### src/rtl/vga_sync_receiver.sv
// VGA sync receiver: recovers line/frame timing from async syncs,
// locks after LOCK_FRAMES good frames and emits active-area pixels.
//
// Ports:
//   clk, rst_n            pixel clock, synchronous active-low reset
//   hsync_in, vsync_in    asynchronous active-low sync inputs
//   pixel_in[2:0]         RGB sample aligned with the sync inputs
//   rx_x, rx_y [9:0]      active-area coordinate of rx_pixel
//   rx_pixel[2:0]         pixel delayed 3 clocks, 0 when not valid
//   rx_valid              active-area pixel while locked
//   frame_start           one-cycle pulse per vsync falling edge
//   locked                timing locked
// Optional (VGA_RX_TIMING_OUT_EN):
//   meas_h_total[10:0]    last captured line length
//   meas_v_total[9:0]     last captured frame length
module vga_sync_receiver #(
    parameter int H_TOTAL     = 800,
    parameter int V_TOTAL     = 525,
    parameter int H_START     = 144,
    parameter int V_START     = 35,
    parameter int H_ACTIVE    = 640,
    parameter int V_ACTIVE    = 480,
    parameter int LOCK_FRAMES = 2
) (
    input  logic        clk,
    input  logic        rst_n,
    input  logic        hsync_in,
    input  logic        vsync_in,
    input  logic [2:0]  pixel_in,
    output logic [9:0]  rx_x,
    output logic [9:0]  rx_y,
    output logic [2:0]  rx_pixel,
    output logic        rx_valid,
    output logic        frame_start,
    output logic        locked
`ifdef VGA_RX_TIMING_OUT_EN
    ,
    output logic [10:0] meas_h_total,
    output logic [9:0]  meas_v_total
`endif
);

    typedef enum logic [1:0] {
        SEARCH  = 2'd0,
        ACQUIRE = 2'd1,
        LOCKED  = 2'd2
    } state_t;

    localparam int GW = $clog2(LOCK_FRAMES + 1);

    localparam logic [10:0] H_LO   = 11'(H_START);
    localparam logic [10:0] H_HI   = 11'(H_START + H_ACTIVE);
    localparam logic [10:0] H_LOSS = 11'(2 * H_TOTAL);
    localparam logic [11:0] H_LEN  = 12'(H_TOTAL);
    localparam logic [9:0]  V_LO   = 10'(V_START);
    localparam logic [9:0]  V_HI   = 10'(V_START + V_ACTIVE);
    localparam logic [10:0] V_LEN  = 11'(V_TOTAL);

    logic          hs_s1, hs_s2, hs_prev;
    logic          vs_s1, vs_s2, vs_prev;
    logic [2:0]    pix_d1, pix_d2;
    logic [10:0]   h_cnt, h_cur;
    logic [9:0]    v_cnt, v_cur;
    logic [11:0]   h_len;
    logic [10:0]   v_len;
    logic          h_edge, v_edge;
    logic          h_bad, v_ok, line_bad, frame_good;
    logic          sync_loss, active, valid_n;
    state_t        state, state_n;
    logic [GW-1:0] good_cnt, good_n, good_inc;

    // Two-stage synchronizer plus one more stage for edge detect;
    // the pixel takes the same two-stage path so it stays aligned.
    always_ff @(posedge clk) begin
        if (!rst_n) begin
            hs_s1   <= 1'b1;
            hs_s2   <= 1'b1;
            hs_prev <= 1'b1;
            vs_s1   <= 1'b1;
            vs_s2   <= 1'b1;
            vs_prev <= 1'b1;
            pix_d1  <= 3'b000;
            pix_d2  <= 3'b000;
        end else begin
            hs_s1   <= hsync_in;
            hs_s2   <= hs_s1;
            hs_prev <= hs_s2;
            vs_s1   <= vsync_in;
            vs_s2   <= vs_s1;
            vs_prev <= vs_s2;
            pix_d1  <= pixel_in;
            pix_d2  <= pix_d1;
        end
    end

    assign h_edge = hs_prev & ~hs_s2;
    assign v_edge = vs_prev & ~vs_s2;

    // Lengths are taken from the count before the edge clears it.
    assign h_len = {1'b0, h_cnt} + 12'd1;
    assign v_len = {1'b0, v_cnt} + 11'd1;

    assign h_bad      = h_edge & (h_len != H_LEN);
    assign v_ok       = (v_len == V_LEN);
    // The line ending on a coincident edge belongs to the closing frame.
    assign frame_good = ~line_bad & ~h_bad & v_ok;

    // Position of the pixel currently leaving the alignment pipe.
    assign h_cur = h_edge ? 11'd0 :
                   (&h_cnt) ? h_cnt : h_cnt + 11'd1;
    assign v_cur = v_edge ? 10'd0 :
                   (h_edge & ~(&v_cnt)) ? v_cnt + 10'd1 : v_cnt;

    assign sync_loss = (h_cur == H_LOSS);
    assign good_inc  = good_cnt + GW'(1);

    always_ff @(posedge clk) begin
        if (!rst_n) begin
            h_cnt    <= 11'd0;
            v_cnt    <= 10'd0;
            line_bad <= 1'b0;
        end else begin
            h_cnt <= h_cur;
            v_cnt <= v_cur;
            if (v_edge) begin
                line_bad <= 1'b0;
            end else if (h_bad) begin
                line_bad <= 1'b1;
            end
        end
    end

    always_ff @(posedge clk) begin
        if (!rst_n) begin
            state    <= SEARCH;
            good_cnt <= '0;
        end else begin
            state    <= state_n;
            good_cnt <= good_n;
        end
    end

    always_comb begin
        state_n = state;
        good_n  = good_cnt;
        unique case (state)
            SEARCH: begin
                if (v_edge) begin
                    state_n = ACQUIRE;
                    good_n  = '0;
                end
            end
            ACQUIRE: begin
                if (v_edge) begin
                    if (frame_good) begin
                        good_n = good_inc;
                        if (good_inc == GW'(LOCK_FRAMES)) begin
                            state_n = LOCKED;
                        end
                    end else begin
                        good_n = '0;
                    end
                end
            end
            LOCKED: begin
                if (h_bad || (v_edge && !v_ok) || sync_loss) begin
                    state_n = SEARCH;
                end
            end
            default: begin
                state_n = SEARCH;
                good_n  = '0;
            end
        endcase
    end

    assign active  = (h_cur >= H_LO) && (h_cur < H_HI) &&
                     (v_cur >= V_LO) && (v_cur < V_HI);
    // Uses the next state so a drop out of LOCKED blanks at once.
    assign valid_n = active && (state_n == LOCKED);

    always_ff @(posedge clk) begin
        if (!rst_n) begin
            rx_x        <= 10'd0;
            rx_y        <= 10'd0;
            rx_pixel    <= 3'b000;
            rx_valid    <= 1'b0;
            frame_start <= 1'b0;
            locked      <= 1'b0;
        end else begin
            rx_x        <= active ? 10'(h_cur - H_LO) : 10'd0;
            rx_y        <= active ? (v_cur - V_LO) : 10'd0;
            rx_pixel    <= valid_n ? pix_d2 : 3'b000;
            rx_valid    <= valid_n;
            frame_start <= v_edge;
            locked      <= (state_n == LOCKED);
        end
    end

`ifdef VGA_RX_TIMING_OUT_EN
    always_ff @(posedge clk) begin
        if (!rst_n) begin
            meas_h_total <= 11'd0;
            meas_v_total <= 10'd0;
        end else begin
            if (h_edge) begin
                meas_h_total <= h_len[11] ? 11'h7FF : h_len[10:0];
            end
            if (v_edge) begin
                meas_v_total <= v_len[10] ? 10'h3FF : v_len[9:0];
            end
        end
    end
`endif

endmodule

### config.mk
export PLATFORM = sky130hd
export DESIGN_NAME = vga_sync_receiver
export DESIGN_NICKNAME = d
export VERILOG_FILES = /design/src/rtl/vga_sync_receiver.sv
export SDC_FILE = /design/constraint.sdc
export NUM_CORES = 1
export LEC_CHECK = 0
export BUFFER_PORTS_ARGS = -buffer_cell sky130_fd_sc_hd__buf_4
export CAP_MARGIN = 20
export CORE_MARGIN = 2
export CORE_UTILIZATION = 59
export CTS_CLUSTER_DIAMETER = 80
export CTS_CLUSTER_SIZE = 14
export DETAILED_ROUTE_END_ITERATION = 10
export PLACE_DENSITY = 0.79
export SYNTH_ARGS = -nofsm -noshare
export SYNTH_HDL_FRONTEND = slang
export SYNTH_SLANG_ARGS = --single-unit
### constraint.sdc
create_clock -name clk -period 3.8 [get_ports clk]
set_input_delay 0.57 -clock clk [delete_from_list [all_inputs] [get_ports clk]]
set_output_delay 0.57 -clock clk [all_outputs]
set_load 0.005 [all_outputs]
==> results by group <==
Outcome
  – Status: finished, final reports clean

STA
  – Worst slew margin: between 50% and 60%
  – Fmax: roughly 310 MHz
  – Tmin final: 3.22 ns
  – Worst Max-Slew Pin Slew: 0.594 ns
  – Hold WS: ~0.4 ns
  – Crit share post-route: between 80 and 90%
  – Final setup TNS: 0 ns
  – Final setup violation count: 0
  – Final worst setup slack: roughly 0.58 ns
  – Final hold vios: 0
  – RSZ-0062 raised after global routing: no
  – Layout Skew: 0.00771 ns
  – Slew Limit Fails: 0

Min path
  – Worst Hold Depth: 2
  – Hold Path Class: primary input to register

Place
  – Final HPWL from detailed placement: 5.09 mm
  – Inst Count DP: 439
  – Post-Place Setup Slack: around 0.65 ns
  – Port bufs: 32
  – RePlAce Congestion: 0.924

Logic synthesis
  – Avg Inst Size Synth: ~9.5 um2
  – Area contributors post-synth: dfxtp_1 (38%), nor3_2 (6.0%), nor2_1 (4.3%), ha_1 (3.0%), xor2_1 (2.9%)
  – Post-Syn Nets: between 300 and 400
  – YS warnings: 0
  – Post-synth EDFFs: 0
  – Async SR Flop Fraction: 0%
  – Mapped cell area: roughly 3300 um2
  – Commonest cells post-synth: dfxtp_1 (64), nor2_1 (38), nand2_1 (22)
  – Post-synth top flop: dfxtp_1
  – Synth cell types: 62
  – #FFs+latches synth: 64
  – Syn Inst Count: 350
  – Register area share after synthesis: about two fifths
  – Share of the synthesized area in the top cell type: approximately two fifths
  – Most common cell in the netlist: dfxtp_1
  – Synth area leader: dfxtp_1

Die
  – IO Pins: 33
  – Die Y-Extent: about 79 um
  – FP Rows: 27
  – Initial Util: ~60%
  – Core area: between 5000 and 6000 um2
  – Die area: around 6300 um2
  – Die width: roughly 80 um

Cells and area
  – Ratio of cells with drive above 1 in the final layout: about a quarter
  – Final cell count without fillers: 455
  – P&R area growth vs syn: 14.5%
  – ANT cells: 0
  – Layout Nets: a little under 400
  – Fillcell total: around 440

Clock network
  – Root buffer cell: clkbuf_8
  – Htree depth: 3
  – TritonCTS clock tree: built
  – Hold_buf cts: 0
  – Reg clk slew, reported paths: 0.07 ns
  – CTS Buf Count: 9
  – Clock buffer depth: 2
  – Clk_lat worst skew: approximately 0.35 ns
  – # Post-CTS Setup Buffers: 0
  – Num Clock Sinks: 64
  – Resize count post-CTS: 0

GRT
  – Vias in the first global route: 2,609
  – Grt total ovfl: 0
  – Antenna violations before repair: 0
  – GRT Util Overall: roughly a quarter
  – Largest net degree at the start of global routing: 24
  – First-pass GRT wire length: around 12 mm

Critical path
  – Worst path arrival time: roughly 3.5 ns
  – Worst EP required: ~4 ns
  – CP Class: register to register
  – R2R cell count: 11
  – CP endpoint kind: register
  – Worst-path fanout max: 11
  – Startpoint types: register

Job
  – Max Cap Viol: 0

Route
  – ANT nets after route: 0
  – Final WL: about 7.1 mm
  – Vias per std cell: about 5.7
  – Wire length per cell: about 16 um
  – Drc violations: 0
  – Via count: between 2,000 and 3,000
  – 1st-iter DRT viols: between 150 and 200
  – DRT Pass-1 Iters: 4

Pwr
  – Leakage: between 1 and 1.5 nW
  – Power Density: between 300 and 400 nW/um2
  – IR drop worst, VDD: about 0.00037 V
-- final timing paths --
path | startpoint | to | slack, ns
hold / removal | vsync_in | vs_s1 | 0.40
setup reg to reg | v_cnt[0] | rx_pixel[2] | 0.58
hold reg to reg | hs_s1 | hs_s2 | 0.41
setup / recovery | v_cnt[0] | rx_pixel[2] | 0.58
-- report_power, final --
part	internal (mW)	switching, mW
combinational	0.0265	0.0378
sequential	0.681	0.00931
clock	0.389	0.276
-- per-stage QoR --
step           area, um2  utilization (%)  total power, mW
4_1_cts             3810             69.6             1.43
5_1_grt             3810             69.6             1.47
6_report            3810             69.6             1.42
3_5_place_dp        3580             65.4            0.769
3_3_place_gp        3580             65.4            0.767
2_1_floorplan       3330                -            0.751
-- critical path, cell delays in order (launching register included) --
cell and delay (ns):
dfxtp_1 0.45, ha_1 0.27, and4_4 0.31, a31oi_4 0.15
xnor2_1 0.25, nor2_1 0.11, ha_1 0.28, nor4_4 0.45
nand3_4 0.12, a2bb2oi_4 0.19, buf_4 0.22, nor4b_1 0.32
-- sequential cells by signal, indices dropped and copies added, names as in the netlist, 2 cells and up --
register and count:
good_cnt 2, h_cnt 11, pix_d1 3, pix_d2 3, rx_pixel 3, rx_x 10, rx_y 10, state 2
v_cnt 10
-- layout make-up --
type	count	area (um2)	share of cell area, %
timing repair buffer	36	270	7.09
clock buffer	10	138	3.61
clock inverter	6	92.6	2.43
inverter	11	41.3	1.08
multi-input combinational	256	1900	49.8
sequential	64	1280	33.6
tap	72	90.1	2.36
-- layout by cell type, fill, tap and decap left out, types with 3 or more instances in the layout --
cell	n
nand3_2	4
o21ai_0	9
nand2b_1	11
nand4_1	7
nor2b_1	3
a31oi_1	7
a31oi_4	3
nand3_1	6
buf_4	36
and2_1	11
ha_1	8
clkbuf_8	10
a21oi_1	9
a211oi_2	3
nor3_1	10
xnor2_1	10
nor4b_1	4
dfxtp_1	64
inv_1	11
nor4_1	5
o211ai_1	3
nor2_1	38
nor3_2	20
and3_1	3
xor2_1	11
nand2_1	22
mux2i_1	6
-- metal layers --
metal  global-route usage (%)  vias up  wire [um]  share of wire (%)
met5                        0        -          0                  0
met4                     7.76        0         72                1.0
met3                     6.59        6        275                3.9
met2                     44.6       55       3700                 52
met1                     29.8     1242       3090                 43
li1                         -     1295          -                  -
-- cells by family after synthesis --
group                      synth area share (%)
xor gates and xnor gates                   5.52
muxes                                      2.14
adders and majority gates                  3.01
DFF                                        38.5
and+or+nand+nor                            31.9
buffers and inverters                      4.70
AOI/OAI and AO/OA                          14.3
Power figures use the tool's default switching activity.
